--- src/rtl/exu_div.sv ---
// Iterative radix-2 restoring unsigned divide/remainder unit for the EXU.
// Optional build macro: DIV_EARLY_OUT_EN (skip iteration when divisor is 0 or dividend < divisor).

package exu_div_pkg;
  localparam int XLEN                = 32;
  localparam int REG_FILE_ADDR_WIDTH = 5;
  localparam int INSTR_TAG_WIDTH     = 4;

  typedef struct packed {
    logic                           legal;
    logic                           nop;
    logic                           divu;
    logic                           remu;
    logic [XLEN-1:0]                rs1_data;
    logic [XLEN-1:0]                rs2_data;
    logic [REG_FILE_ADDR_WIDTH-1:0] rd_addr;
    logic [INSTR_TAG_WIDTH-1:0]     instr_tag;
  } idu1_out_t;
endpackage

module exu_div #(
  parameter int XLEN                = exu_div_pkg::XLEN,
  parameter int REG_FILE_ADDR_WIDTH = exu_div_pkg::REG_FILE_ADDR_WIDTH
) (
  input  logic                                    clk,
  input  logic                                    rstn,
  input  exu_div_pkg::idu1_out_t                  idu1_out,
  input  logic                                    pipe_flush,
  output logic                                    exu_div_busy,
  output logic [XLEN-1:0]                         div_wb_data,
  output logic [REG_FILE_ADDR_WIDTH-1:0]          div_wb_rd_addr,
  output logic                                    div_wb_rd_wr_en,
  output logic [exu_div_pkg::INSTR_TAG_WIDTH-1:0] div_wb_instr_tag
);

  localparam int CNT_W = $clog2(XLEN);

  typedef enum logic [1:0] {IDLE, ITER, DONE} state_t;

  state_t                                  state;
  logic [XLEN-1:0]                         q;
  logic [XLEN-1:0]                         rem;
  logic [XLEN-1:0]                         divisor;
  logic [XLEN-1:0]                         dividend;
  logic                                    div_zero;
  logic                                    rem_sel;
  logic [CNT_W-1:0]                        cnt;
  logic [REG_FILE_ADDR_WIDTH-1:0]          rd_addr_q;
  logic [exu_div_pkg::INSTR_TAG_WIDTH-1:0] tag_q;

  logic            accept;
  logic            early_out;
  logic [XLEN:0]   r_shift;
  logic [XLEN:0]   t_sub;
  logic [XLEN-1:0] rem_nxt;
  logic [XLEN-1:0] q_nxt;
  logic [XLEN-1:0] result;

  assign accept = (state != ITER) & idu1_out.legal & ~idu1_out.nop
                & (idu1_out.divu | idu1_out.remu) & ~pipe_flush;

`ifdef DIV_EARLY_OUT_EN
  assign early_out = (idu1_out.rs2_data == '0) || (idu1_out.rs1_data < idu1_out.rs2_data);
`else
  assign early_out = 1'b0;
`endif

  // The restored remainder is always below the divisor, so its carry bit is
  // never stored; only the trial subtraction needs the extra bit.
  always_comb begin
    // NOTE: every always_comb output gets a default first so no latch is inferred.
    rem_nxt = '0;
    q_nxt   = '0;
    result  = '0;
    r_shift = {rem, q[XLEN-1]};
    t_sub   = r_shift - {1'b0, divisor};
    if (!t_sub[XLEN]) begin
      rem_nxt = t_sub[XLEN-1:0];
      q_nxt   = {q[XLEN-2:0], 1'b1};
    end else begin
      rem_nxt = r_shift[XLEN-1:0];
      q_nxt   = {q[XLEN-2:0], 1'b0};
    end
    if (div_zero) result = rem_sel ? dividend : '0;
    else          result = rem_sel ? rem_nxt : q_nxt;
  end

  always_ff @(posedge clk or negedge rstn) begin
    // NOTE: datapath registers are reset as well, so nothing is X after reset.
    if (!rstn) begin
      state            <= IDLE;
      q                <= '0;
      rem              <= '0;
      divisor          <= '0;
      dividend         <= '0;
      div_zero         <= 1'b0;
      rem_sel          <= 1'b0;
      cnt              <= '0;
      rd_addr_q        <= '0;
      tag_q            <= '0;
      exu_div_busy     <= 1'b0;
      div_wb_data      <= '0;
      div_wb_rd_addr   <= '0;
      div_wb_rd_wr_en  <= 1'b0;
      div_wb_instr_tag <= '0;
    end else begin
      // NOTE: sequential state uses non-blocking assignments only, so every
      // register samples the pre-edge values of the others.
      exu_div_busy     <= 1'b0;
      div_wb_data      <= '0;
      div_wb_rd_addr   <= '0;
      div_wb_rd_wr_en  <= 1'b0;
      div_wb_instr_tag <= '0;
      case (state)
        IDLE, DONE: begin
          // DONE shares the accept path so a back-to-back divide loses no cycle.
          if (accept) begin
            q         <= idu1_out.rs1_data;
            dividend  <= idu1_out.rs1_data;
            divisor   <= idu1_out.rs2_data;
            div_zero  <= (idu1_out.rs2_data == '0);
            rem_sel   <= idu1_out.remu;
            rd_addr_q <= idu1_out.rd_addr;
            tag_q     <= idu1_out.instr_tag;
            rem       <= '0;
            cnt       <= CNT_W'(XLEN - 1);
            if (early_out) begin
              state            <= DONE;
              div_wb_rd_wr_en  <= 1'b1;
              div_wb_data      <= idu1_out.remu ? idu1_out.rs1_data : '0;
              div_wb_rd_addr   <= idu1_out.rd_addr;
              div_wb_instr_tag <= idu1_out.instr_tag;
            end else begin
              state        <= ITER;
              exu_div_busy <= 1'b1;
            end
          end else begin
            state <= IDLE;
          end
        end
        ITER: begin
          if (pipe_flush) begin
            state <= IDLE;
          end else begin
            rem <= rem_nxt;
            q   <= q_nxt;
            cnt <= cnt - CNT_W'(1);
            if (cnt == '0) begin
              state            <= DONE;
              div_wb_rd_wr_en  <= 1'b1;
              div_wb_data      <= result;
              div_wb_rd_addr   <= rd_addr_q;
              div_wb_instr_tag <= tag_q;
            end else begin
              exu_div_busy <= 1'b1;
            end
          end
        end
        default: state <= IDLE;
      endcase
    end
  end

endmodule
--- config.mk ---
export PLATFORM = sky130hd
export DESIGN_NAME = exu_div
export DESIGN_NICKNAME = d
export VERILOG_FILES = /design/src/rtl/exu_div.sv
export SDC_FILE = /design/constraint.sdc
export NUM_CORES = 1
export LEC_CHECK = 0
export ABC_AREA = 0
export ABC_CLOCK_PERIOD_IN_PS = 3200
export CORE_MARGIN = 2
export CORE_UTILIZATION = 51
export DETAILED_ROUTE_END_ITERATION = 8
export PLACE_DENSITY_LB_ADDON = 0.25
export SETUP_SLACK_MARGIN = 0.5
export SYNTH_ARGS = -nofsm -noshare
export SYNTH_HDL_FRONTEND = slang
export SYNTH_SLANG_ARGS = --single-unit
--- constraint.sdc ---
create_clock -name clk -period 3.2 [get_ports clk]
set_input_delay 0.64 -clock clk [delete_from_list [all_inputs] [get_ports clk]]
set_output_delay 0.64 -clock clk [all_outputs]
set_load 0.005 [all_outputs]
**Yosys cells after proc, flatten, opt, wreduce, memory -nomap -nowiden**

Cells that the tools add are included.

- Bits in registers: 189
- Input bits: 80
- Output and inout port bits: 43
- Word-level logic and storage cells: 71

- Add/sub/neg operators: 2
- Eq/ne operators: 6
- Multiplexer cells: 34
- Bitwise gates (word level): 7
- Reduce and logical (&&, ||, !) cells: 7

Operator list:

| kind | number |
|---|---|
| $mux W32 | 11 |
| $pmux W32 S2 | 2 |
| $sub A33 B32 Y33 | 1 |
| $logic_not A32 Y1 | 1 |
| $mux W5 | 5 |
| $mux W4 | 3 |
| $pmux W5 S2 | 1 |
| $mux W1 | 8 |
| $logic_not A5 Y1 | 1 |
| $sub A5 B1 Y5 const B | 1 |
| $and A1 B1 Y1 | 4 |
| $mux W2 | 2 |
| $ne A2 B2 Y1 const B | 2 |
| $pmux W2 S2 | 1 |
| $ne A3 B3 Y1 const B | 1 |
| $reduce_and A3 Y1 | 1 |
| $eq A2 B1 Y1 const B | 1 |
| $eq A2 B2 Y1 const B | 1 |
| $logic_not A2 Y1 | 1 |
| $ne A2 B1 Y1 const B | 1 |
| $not A1 Y1 | 2 |
| $pmux W1 S2 | 1 |
| $reduce_and A2 Y1 | 1 |
| $reduce_bool A2 Y1 | 1 |
| other kinds (2) | 2 |

**Logic depth before layout (Yosys ltp)**

- Word-level depth: 7
- Depth in mapped cells: 15
- Depth with buffers taken out: 12

**Worst setup path after synthesis**

Ideal clock, no wire load.

- Path kind: flip-flop to flip-flop
- From: reg q[31]
- To: reg div_wb_data[9]
- Setup time: 132 ps
- Arrival: 3197 ps
- Required time: 3068 ps
- Slack: -129 ps
- Cell stages (with the launch flop): 16
- Buffers on the path: 3
- Period minus slack after synthesis: 3329 ps
- Cell sequence: dfrtp_1 > inv_1 > ha_1 > fa_1 > nand2b_1 > a21oi_1 > o41ai_2 > o2111a_1 > or3_1 > buf_2 > and3_1 > buf_6 > buf_6 > mux2_4 > a222oi_1 > nor2_1

- Longest elaborated chain between the ends: 7

Ends and longest elaborated chain:

| item | RTL line | RTL |
|---|---|---|
| from (decl) | 41 | `logic [XLEN-1:0] q;` |
| from (signal assigned) | 118 | `q <= idu1_out.rs1_data;` |
| from (signal assigned) | 146 | `q <= q_nxt;` |
| $sub A33 B32 Y33 | 76 | `t_sub = r_shift - {1'b0, divisor};` |
| $mux W32 | 77 | `if (!t_sub[XLEN]) begin` |
| $mux W32 | 85 | `else result = rem_sel ? rem_nxt : q_nxt;` |
| $mux W32 | 84 | `if (div_zero) result = rem_sel ? dividend : '0;` |
| $mux W32 | 148 | `if (cnt == '0) begin` |
| $mux W32 | 142 | `if (pipe_flush) begin` |
| $mux W32 | n/a |  |
| to (signal assigned) | 130 | `div_wb_data <= idu1_out.remu ? idu1_out.rs1_data : '0;` |
| to (signal assigned) | 151 | `div_wb_data <= result;` |
| to (decl) | 30 | `output logic [XLEN-1:0] div_wb_data,` |

Every way passes these cells.
A chain may end at the register's enable or synchronous reset.

**Worst setup path after layout**

- From: reg divisor[0]
- To: reg rem[14]

- Longest elaborated chain between the ends: 4

Ends and longest elaborated chain:

| item | RTL line | RTL |
|---|---|---|
| from (decl) | 43 | `logic [XLEN-1:0] divisor;` |
| from (signal assigned) | 120 | `divisor <= idu1_out.rs2_data;` |
| $sub A33 B32 Y33 | 76 |  |
| $mux W32 | 77 |  |
| $mux W32 | 142 |  |
| $pmux W32 S2 | 114 | `case (state)` |
| to (signal assigned) | 145 | `rem <= rem_nxt;` |
| to (decl) | 42 | `logic [XLEN-1:0] rem;` |

Every way passes these cells. The select of a mux whose other input is x is not followed.

==> flow_summary.yaml <==
synthesis:
  synthCells: 1071
  yosysWarnings: 0
  synth.avg_cell_area_um2: 9.040
  syn_area_um2: 9682
  synth_nets: 1185
  async_reset_ff_frac: 1.000
  synthFlopType: "dfrtp_1"
  yosysUniqueCellTypes: 58
  yosysSeqAreaShare: 0.4885
  synth_edf_count: 0
  synth-seq-cells: 189
placement:
  dp_hpwl_um: 18820
  gp_congestion: 0.9694
  port_buffers: 122
  dpl_cell_area_um2: 11380
  dpl_worst_slack_ns: 0.09363
grt:
  grt_pass1_wl_um: 43590
  grt_pass1_vias: 8206
  antenna_found_initial: 0
  grt_max_degree: 77
  gr-usage-all-layers: 0.2780
  overflow: 0
clock_tree:
  cts_root_buffer: "clkbuf_16"
  tritoncts: "built"
  htreeDepth: 4
  holdBufCountCts: 0
  clock-sinks: 189
  cts_buffers: 17
  path_clk_slew_ns: 0.07
  clock_latency_ns: 0.44
  cts_buffer_depth: 2
sta:
  slew_viol_final: 0
  final-hold-violation-count: 0
  max_freq_mhz: 329.5
  period_needed_ns: 3.034
  rsz0062_at_grt: "yes"
  tightest_slew_ns: 0.7837
  setup_ws_ns: 0.1655
  slew-limit-headroom: 0.4756
  fin_tns_setup_ns: 0
  setup_viol: 0
  skew_ns: 0.01005
  period_share: 0.9483
  holdWs_ns: 0.2018
worst_setup_path:
  critPathSlowestCell: "dfrtp_1"
  arrival_ns: 3.36
  r2r_setup_slack_ns: 0.17
  path_cells: "ha_2 > fa_2 > nand2b_4 > a21oi_4 > o41ai_4 > o2111a_2 > or3_4 > and3_4 > buf_6 > mux2_4 > a22o_1"
  max_stage_delay_ns: 0.38
  critPathKind: "reg2reg"
  reg2reg_from: "divisor[0]"
  rr_worst_depth: 11
  timing.rr.end: "rem[14]"
  critPathCaptureType: "flop"
  critPathMaxFanout: 8
  crit_required_ns: 3.53
  crit_path_start_kind: "flop"
power_and_ir_drop:
  p_per_area_nw_per_um2: 746.1
  leakage_nw: 5.830
  ir_worst_vdd_uv: 527.6
routing:
  firstDrtPassIters: 5
  drt-initial-drc-count: 722
  wirelength_um: 27590
  drc: 0
  vias: 8505
  ant_nets: 0
  viasPerCell: 5.857
  drt-wirelength-per-cell_um: 19.00
flow_run:
  maxCapViolCount: 0
floorplan:
  dieWidth_um: 141.8
  dieArea_um2: 20100
  start_util: 0.5193
  die_h_um: 141.8
  num_rows: 50
  core-area_um2: 18640
  ios: 123
finish:
  n_antenna_cell: 0
  final_common_cell: "nand2_1"
  drive_gt1_frac: 0.1453
  finalInstanceArea_um2: 12520
  nets: 1319
  final_cell_mix: "nand2_1, dfrtp_1, clkdlybuf4s50_1"
  syn2layout_area_growth_pct: 29.27
outcome:
  outcome: "complete, no violations"
min_path:
  hp-class: "in2async"
## cell usage after synthesis, types with 3 or more instances
cell,number,share of area
and3_1,17,0.011
o21bai_1,8,0.0062
xor2_1,7,0.0063
a21o_1,7,0.0054
a22oi_1,24,0.019
clkbuf_1,40,0.016
a211oi_1,5,0.0039
a31oi_1,16,0.010
mux2i_1,31,0.032
nor2b_1,3,0.0019
dfrtp_1,189,0.49
a21oi_1,65,0.034
o21a_1,3,0.0023
a22o_1,12,0.011
nand3_1,21,0.011
nand4_1,6,0.0039
o211ai_1,4,0.0031
or3_1,10,0.0065
nor3_1,9,0.0047
buf_1,9,0.0035
buf_2,5,0.0026
nor2_1,33,0.013
o22ai_1,6,0.0039
mux2_2,16,0.019
nand2b_1,18,0.012
nand2_1,259,0.10
o21ai_0,99,0.051
nor4_1,9,0.0058
xnor2_1,18,0.016
inv_1,54,0.021
ha_1,33,0.043
## cell type report
cell class	count	area, um^2
inverters	54	202.7
multi-input cells	772	4987
clock inverters	15	225.2
repair buffers	171	1653
flip-flops and latches	189	4730
well taps	234	292.8
clock buffers	17	425.4
fillers	1457	6127
## power by group
part / total, mW / leakage (nW) / switching [mW] / internal (mW)
Combinational: 3.81 / 3.06 / 2.16 / 1.66
Clock: 2.34 / 0.319 / 1.00 / 1.34
Sequential: 3.18 / 2.45 / 0.348 / 2.83
Total: 9.34 / 5.83 / 3.51 / 5.83
## sequential cells by signal, indices dropped and copies added, names as in the netlist, 5 cells and up
name / count
cnt: 5
div_wb_data: 32
div_wb_rd_addr: 5
dividend: 32
divisor: 32
q: 32
rd_addr_q: 5
rem: 32
## how the worst max path moves through the flow
stage,from,endpoint,cells after the start
final,divisor[0],rem[14],11
after floorplan,q[31],div_wb_data[9],15
after CTS,rem[9],rem[14],9
after detailed placement,divisor[0],rem[6],11
after global placement,divisor[0],rem[6],11
after global routing,q[31],rem[13],12
## per-layer routing
metal / up-vias / wire [um] / track usage
li1: 3977 / - / -
met1: 4126 / 12610 / 0.4132
met2: 355 / 12440 / 0.4182
met3: 47 / 1878 / 0.04252
met4: 0 / 654 / 0.09474
met5: - / 0 / 0
## through the flow
step / total power, mW / util / instances
2_1_floorplan: 5.343 / - / 1071
3_3_place_gp: 6.325 / 0.6106 / 1410
5_1_grt: 9.807 / 0.6713 / 1452
6_report: 9.338 / 0.6713 / 1452
4_1_cts: 8.950 / 0.6566 / 1447
3_5_place_dp: 6.379 / 0.6106 / 1410
## critical path: cells and delay by family, from the launching register on
family                   cells  cell delay (ns)
AND/OR/NAND/NOR              3             0.74
adder cells (fa/ha/maj)      2             0.55
flip-flops                   1             0.38
multiplexers                 1             0.31
buffers and inverters        1             0.16
AO/OA/AOI/OAI                4             0.78
## cell families (layout without fill, tap and decap cells)
kind of cell    count (synthesis)  after routing  share of synthesized area
compound gates                272            272                     0.1711
xor+xnor                       25             25                    0.02262
fa+ha+maj                      34             34                    0.04471
buf+inv                       110            257                    0.04484
flops                         189            189                     0.4885
mux                            48             48                    0.05221
simple gates                  393            393                     0.1760
## what timing repair did
action | 4_1_cts | 5_1_grt
buffers inserted | 5 | 5
setup endpoints to repair | 65 | 65
resized for setup | 40 | 57
pin swaps | 10 | 21
(Power assumes the default switching activity.)
